<file path="config.mk">
export PLATFORM = sky130hd
export DESIGN_NAME = regfile_sb
export DESIGN_NICKNAME = d
export VERILOG_FILES = /design/src/rtl/regfile_sb.sv
export SDC_FILE = /design/constraint.sdc
export NUM_CORES = 2
export LEC_CHECK = 0
export CORE_UTILIZATION = 38
export CTS_CLUSTER_DIAMETER = 100
export DETAILED_ROUTE_END_ITERATION = 10
export HOLD_SLACK_MARGIN = 0.05
export MAX_ROUTING_LAYER = met4
export SYNTH_ARGS = -nofsm -noshare
export SYNTH_HDL_FRONTEND = slang
export SYNTH_SLANG_ARGS = --single-unit
</file>
<file path="constraint.sdc">
create_clock -name Clk -period 4.2 [get_ports Clk]
set_clock_uncertainty 0.2 [all_clocks]
set_input_delay 0.63 -clock Clk [delete_from_list [all_inputs] [get_ports Clk]]
set_output_delay 0.63 -clock Clk [all_outputs]
set_load 0.03 [all_outputs]
</file>
<file path="src/rtl/regfile_sb.sv">
// Parametrised register file with two combinational read ports, one write port
// and a per-register pending-write scoreboard (busy bits) for operand stalls.
module regfile_sb #(
  parameter int WIDTH    = 32,
  parameter int DEPTH    = 32,
  parameter int ADDR_W   = 5,
  parameter bit ZERO_REG = 1'b1,
  parameter bit BYPASS   = 1'b1
) (
  input  logic              Clk,
  input  logic              Reset_n,
  input  logic [ADDR_W-1:0] ReadRegister1,
  input  logic [ADDR_W-1:0] ReadRegister2,
  output logic [WIDTH-1:0]  ReadData1,
  output logic [WIDTH-1:0]  ReadData2,
  output logic              ReadBusy1,
  output logic              ReadBusy2,
  input  logic [ADDR_W-1:0] WriteRegister,
  input  logic [WIDTH-1:0]  WriteData,
  input  logic              RegWrite,
  input  logic [ADDR_W-1:0] ReserveRegister,
  input  logic              Reserve,
  output logic              ReserveGrant
);

  logic [WIDTH-1:0] mem_q [DEPTH];
  logic [WIDTH-1:0] mem_d [DEPTH];
  logic [DEPTH-1:0] busy_q;
  logic [DEPTH-1:0] busy_d;
  logic             wr_en;
  logic             rsv_busy;

  // Out-of-range addresses and the hard-wired zero register are never stored.
  function automatic logic addr_valid(input logic [ADDR_W-1:0] addr);
    return (int'(addr) < DEPTH) && !(ZERO_REG && (addr == '0));
  endfunction

  assign wr_en = RegWrite && addr_valid(WriteRegister);

  always_comb begin
    rsv_busy = 1'b0;
    for (int i = 0; i < DEPTH; i++) begin
      if (ReserveRegister == ADDR_W'(i)) rsv_busy = busy_q[i];
    end
  end

  // Grant looks only at current busy state; a same-cycle write does not help.
  assign ReserveGrant = Reserve && addr_valid(ReserveRegister) && !rsv_busy;

  always_comb begin
    mem_d  = mem_q;
    busy_d = busy_q;
    for (int i = 0; i < DEPTH; i++) begin
      if (wr_en && (WriteRegister == ADDR_W'(i))) begin
        mem_d[i]  = WriteData;
        busy_d[i] = 1'b0;
      end
      // A new reservation overrides the clear from a same-cycle write.
      if (ReserveGrant && (ReserveRegister == ADDR_W'(i))) busy_d[i] = 1'b1;
    end
  end

  always_ff @(posedge Clk or negedge Reset_n) begin
    if (!Reset_n) begin
      for (int i = 0; i < DEPTH; i++) mem_q[i] <= '0;
      busy_q <= '0;
    end else begin
      mem_q  <= mem_d;
      busy_q <= busy_d;
    end
  end

  for (genvar gi = 0; gi < 2; gi++) begin : g_rd
    logic [ADDR_W-1:0] addr;
    logic [WIDTH-1:0]  data;
    logic              busy;

    assign addr = (gi == 0) ? ReadRegister1 : ReadRegister2;

    always_comb begin
      data = '0;
      busy = 1'b0;
      if (addr_valid(addr)) begin
        // Bypass is suppressed in reset so every read returns zero there.
        if (BYPASS && Reset_n && RegWrite && (WriteRegister == addr)) begin
          data = WriteData;
        end else begin
          for (int i = 0; i < DEPTH; i++) begin
            if (addr == ADDR_W'(i)) begin
              data = mem_q[i];
              busy = busy_q[i];
            end
          end
        end
      end
    end
  end

  assign ReadData1 = g_rd[0].data;
  assign ReadData2 = g_rd[1].data;
  assign ReadBusy1 = g_rd[0].busy;
  assign ReadBusy2 = g_rd[1].busy;

endmodule

</file>
# Word-level counts from Yosys, hierarchy flattened
# Index checks and enable logic that the tools add are counted.
word_totals:
  memories: 0
  mem_bits_ro: 0
  latchBits: 0
  reg_bits: 1024
  output_inout_bits: 67
  ramBits: 0
  in_bits: 56
op_classes:
  addsub: 0
  eq_ne: 126
  n_shift: 0
  n_mul: 0
  reduce_logical: 109
  n_lt_le_gt_ge: 0
  bitwise_logic: 0
  n_mux: 228
  div_mod_pow: 0
op_table:
  columns: ["op", "n"]
  rows:
  - ["$mux 32", 66]
  - ["$eq 5x5->1 const B", 64]
  - ["$mux 1", 162]
  - ["$eq 5x4->1 const B", 32]
  - ["$eq 5x3->1 const B", 16]
  - ["$logic_and 1x1->1", 70]
  - ["$reduce_bool 2->1", 32]
  - ["$eq 5x2->1 const B", 8]
  - ["$eq 5x1->1 const B", 4]
  - ["$logic_not 5->1", 4]
  - ["$eq 5x5->1", 2]
  - ["$logic_not 1->1", 3]

# Longest topological paths before layout
depth:
  ltp_word: 37
  mapped_depth: 11
  depth_no_buf: 7

# Worst setup path after synthesis
# No wires, ideal clock.
synth_path:
  path_kind: "input-to-output"
  startpoint: "input port ReadRegister1[4]"
  endpoint: "output port ReadData1[21]"
  path_stages: 10
  slack_ns: 0.323
  arrival_ns: 3.047
  path_cell_list: "buf_4 -> or3b_2 -> buf_2 -> nor2_2 -> buf_4 -> a22oi_1 -> nand4_1 -> a211o_1 -> a211oi_1 -> o41ai_1"
synth_between:
  elab_chain_len: 34
  elab_cells_between_ends: 67
  cone_classes: "32 x eq/ne; 33 x mux; 2 x reduce/logical"
synth_lines:
  columns: ["item", "line_no", "rtl"]
  rows:
  - ["from (decl)", "12", "input logic [ADDR_W-1:0] ReadRegister1,"]
  - ["$eq 5x1->1", "89", "if (addr == ADDR_W'(i)) begin"]
  - ["$mux 32 (31 in a row)", "89", null]
  - ["$mux 32", "85", "if (BYPASS && Reset_n && RegWrite && (WriteRegister == addr)) begin"]
  - ["$mux 32 *", "83", "if (addr_valid(addr)) begin"]
  - ["to (decl)", "14", "output logic [WIDTH-1:0] ReadData1,"]
# Every way passes the cells marked *; elsewhere a longest branch is shown, timed or not.

# Worst setup path after layout
layout_path:
  startpoint: "input port ReadRegister2[1]"
  endpoint: "output port ReadData2[23]"
layout_between:
  elab_chain_len: 34
  elab_cells_between_ends: 67
  cone_classes: "32 x eq/ne; 33 x mux; 2 x reduce/logical"
layout_lines:
  columns: ["item", "line_no", "rtl"]
  rows:
  - ["from (decl)", "13", "input logic [ADDR_W-1:0] ReadRegister2,"]
  - ["$eq 5x1->1", "89", null]
  - ["$mux 32 (31 in a row)", "89", null]
  - ["$mux 32", "85", null]
  - ["$mux 32 *", "83", null]
  - ["to (decl)", "15", "output logic [WIDTH-1:0] ReadData2,"]
# Marked as above.

==> run metrics <==
endpoints failing setup 5; DP Area 68500 sq um; Slew HR 11.24%; Cell Area, Synth 56850 sq um; reg2reg setup slack 1760 ps; core area 148200 sq um; register area share after synthesis 45.07%; status complete, but fails checks; row cnt 141; first-pass GRT wire length 534400 um; worst slew pin tran 1331 ps; largest net degree at the start of global routing 153; Detail Route Antenna Nets 0; library cells used by synthesis 98; placed insts 7881; commonest cells after routing, fill and taps aside dfrtp_1 (1024), mux2_2 (953), buf_4 (808); P per Cell Area 435.6 nW/um^2; Final Critical Period 4220 ps; Leakage Power 31.73 nW; die footprint 151200 sq um; ys async rst share 100.0%; number of global-route vias before repair 56584; synthesized net count 5447; die width 388.8 um; final WL 408800 um; M1 wire length 150500 um; vias post-DR 59939; htree depth 3; vias per std cell 7.334; Met3 Routed Length 56920 um; kind of critical path primary input to primary output; Layout area overhead 29.25%; failing checks setup timing; Initial DRC Count 11157; Critical Path Max Stage Delay 480 ps; CTS max path bufs 3; CP bufs+invs 5; largest area contributor in the netlist dfrtp_1; largest cells by area after synthesis dfrtp_1 (45%), mux2_2 (19%), a22oi_1 (5.7%); fin area 73480 sq um; # nets final 6152; Max Cap Viol 0; GP Congestion 1.092; worst hold path stage count 0; Critical Path AT 3390 ps; critical path cell sequence buf_6 -> buf_4 -> buf_12 -> nand2_1 -> nor2_1 -> a22oi_1 -> o211ai_1 -> a221oi_1 -> buf_4 -> a31oi_1 -> buf_12; Clock Tree Root clkbuf_16; Fin. Hold Viols 0; CP startpoint kind primary input; initial antenna violation count 51; Fin Hold WS 180.4 ps; Ports 123; Crit. path cell count 11; critical path's top delay family buffers and inverters; Main synth FF type dfrtp_1; CTS tree built; slowest cell on the critical path nor2_1; GRT overflow 0; WP data required 3370 ps; Post-synth EDFFs 0; port buffer count 122; # DRC 0; post-layout util 49.59%; peak supply drop 0.4079 mV; Max Clk Rate 236.9 MHz; post-DR wirelength/cell 50.02 um; Worst-Skew Late Latency 790 ps; worst-path fanout max 30; syn_area_per_cell 10.55 sq um; commonest non-fill, non-tap cell in the layout dfrtp_1; Hold Crit Class register to register; Ys Warns 0; Pwr Total 32.01 mW; share of layout cells above drive strength 1 39.55%; R2R cell count 8; HPWL Detailed 292600 um; TritonCTS buffer count 119; fill cell count 13628; top sig layer met4; post-synth top area share 45.07%; All-Layer GR Usage 54.51%; fin crit share 100.5%; fin cells 8173; CTS sink count 1024; Final Worst Setup Slack -20.47 ps; cells after synthesis 5391; die height 388.8 um; Initial Util 38.36%; synthesized flop and latch total 1024; Worst Setup End Kind primary output; met2 routed WL 161900 um; drt first pass iters 10; clk slew on worst S/H paths 60 ps; final count of pins violating max slew 0
==> state kept, by name, indices dropped and copies added (netlist names) <==
register	flops
busy_q	32
mem_q	992
==> Yosys cell counts, drive strengths merged (15+ instances only) <==
cell / count
nand3: 82
o211ai: 52
a32o: 27
o2111ai: 16
clkbuf: 279
mux2: 953
a31oi: 49
and3: 59
dfrtp: 1024
nor2: 257
nor3: 70
nand3b: 15
nand2: 345
mux2i: 66
nor2b: 43
o221ai: 45
nor3b: 16
nand4: 68
a22o: 43
inv: 38
buf: 261
a22oi: 428
a21o: 22
a21oi: 306
o22ai: 71
o21ai: 308
a2111oi: 21
a211oi: 30
a221oi: 74
nand2b: 27
a222oi: 33
==> cell type report <==
type / count / area, sq um / area share [%]
Timing Repair Buffer: 1124 / 11700 / 15.92
Multi-Input combinational cell: 3788 / 29320 / 39.91
Antenna cell: 48 / 120.1 / 0.1635
Inverter: 39 / 150.1 / 0.2043
Tap cell: 1930 / 2415 / 3.286
Clock buffer: 161 / 3397 / 4.623
Sequential cell: 1024 / 25620 / 34.87
Clock inverter: 59 / 757.0 / 1.030
==> final timing paths <==
kind,start,endpoint
worst max-delay path,ReadRegister2[1],ReadData2[23]
min in group asynchronous,Reset_n,mem_q[89]
worst min register to register,busy_q[0],busy_q[0]
max in group asynchronous,Reset_n,mem_q[18]
worst max register to register,busy_q[7],busy_q[1]
worst min-delay path,busy_q[0],busy_q[0]
==> where the power goes <==
part / internal [mW] / leakage [nW] / switching [mW]
Sequential: 11.8 / 13.1 / 2.43
Clock: 6.32 / 2.00 / 4.89
Combinational: 3.08 / 16.7 / 3.47
==> timing repair <==
item,CTS,global route
resized for setup,48,61
gates cloned,0,0
pin swaps,7,12
hold endpoints to repair,291,0
setup buffers,18,4
hold buffers,2,0
setup endpoints to repair,30,44
==> per-layer routing <==
layer	vias up	track usage, %
li1	22025	-
met1	30555	66.36
met2	5542	72.27
met3	1817	20.51
met4	0	41.60
met5	-	-
==> cell families after synthesis <==
| family | count (synthesis) | synth area share (%) |
|---|---|---|
| XOR/XNOR | 10 | 0.1540 |
| AO/OA/AOI/OAI | 1679 | 20.34 |
| flip-flops | 1024 | 45.07 |
| AND/OR/NAND/NOR | 1077 | 9.635 |
| buffers and inverters | 579 | 4.644 |
| multiplexers | 1022 | 20.16 |
==> per-stage QoR <==
stage	setup slack (ps)	setup TNS, ps
floorplan	322.6	0
global placement	-690.1	-5879
detailed placement	-662.5	-5490
CTS	-39.69	-53.74
global route	-55.95	-60.68
finish	-20.47	-49.62
No activity file was read; power rests on OpenSTA's default activity.
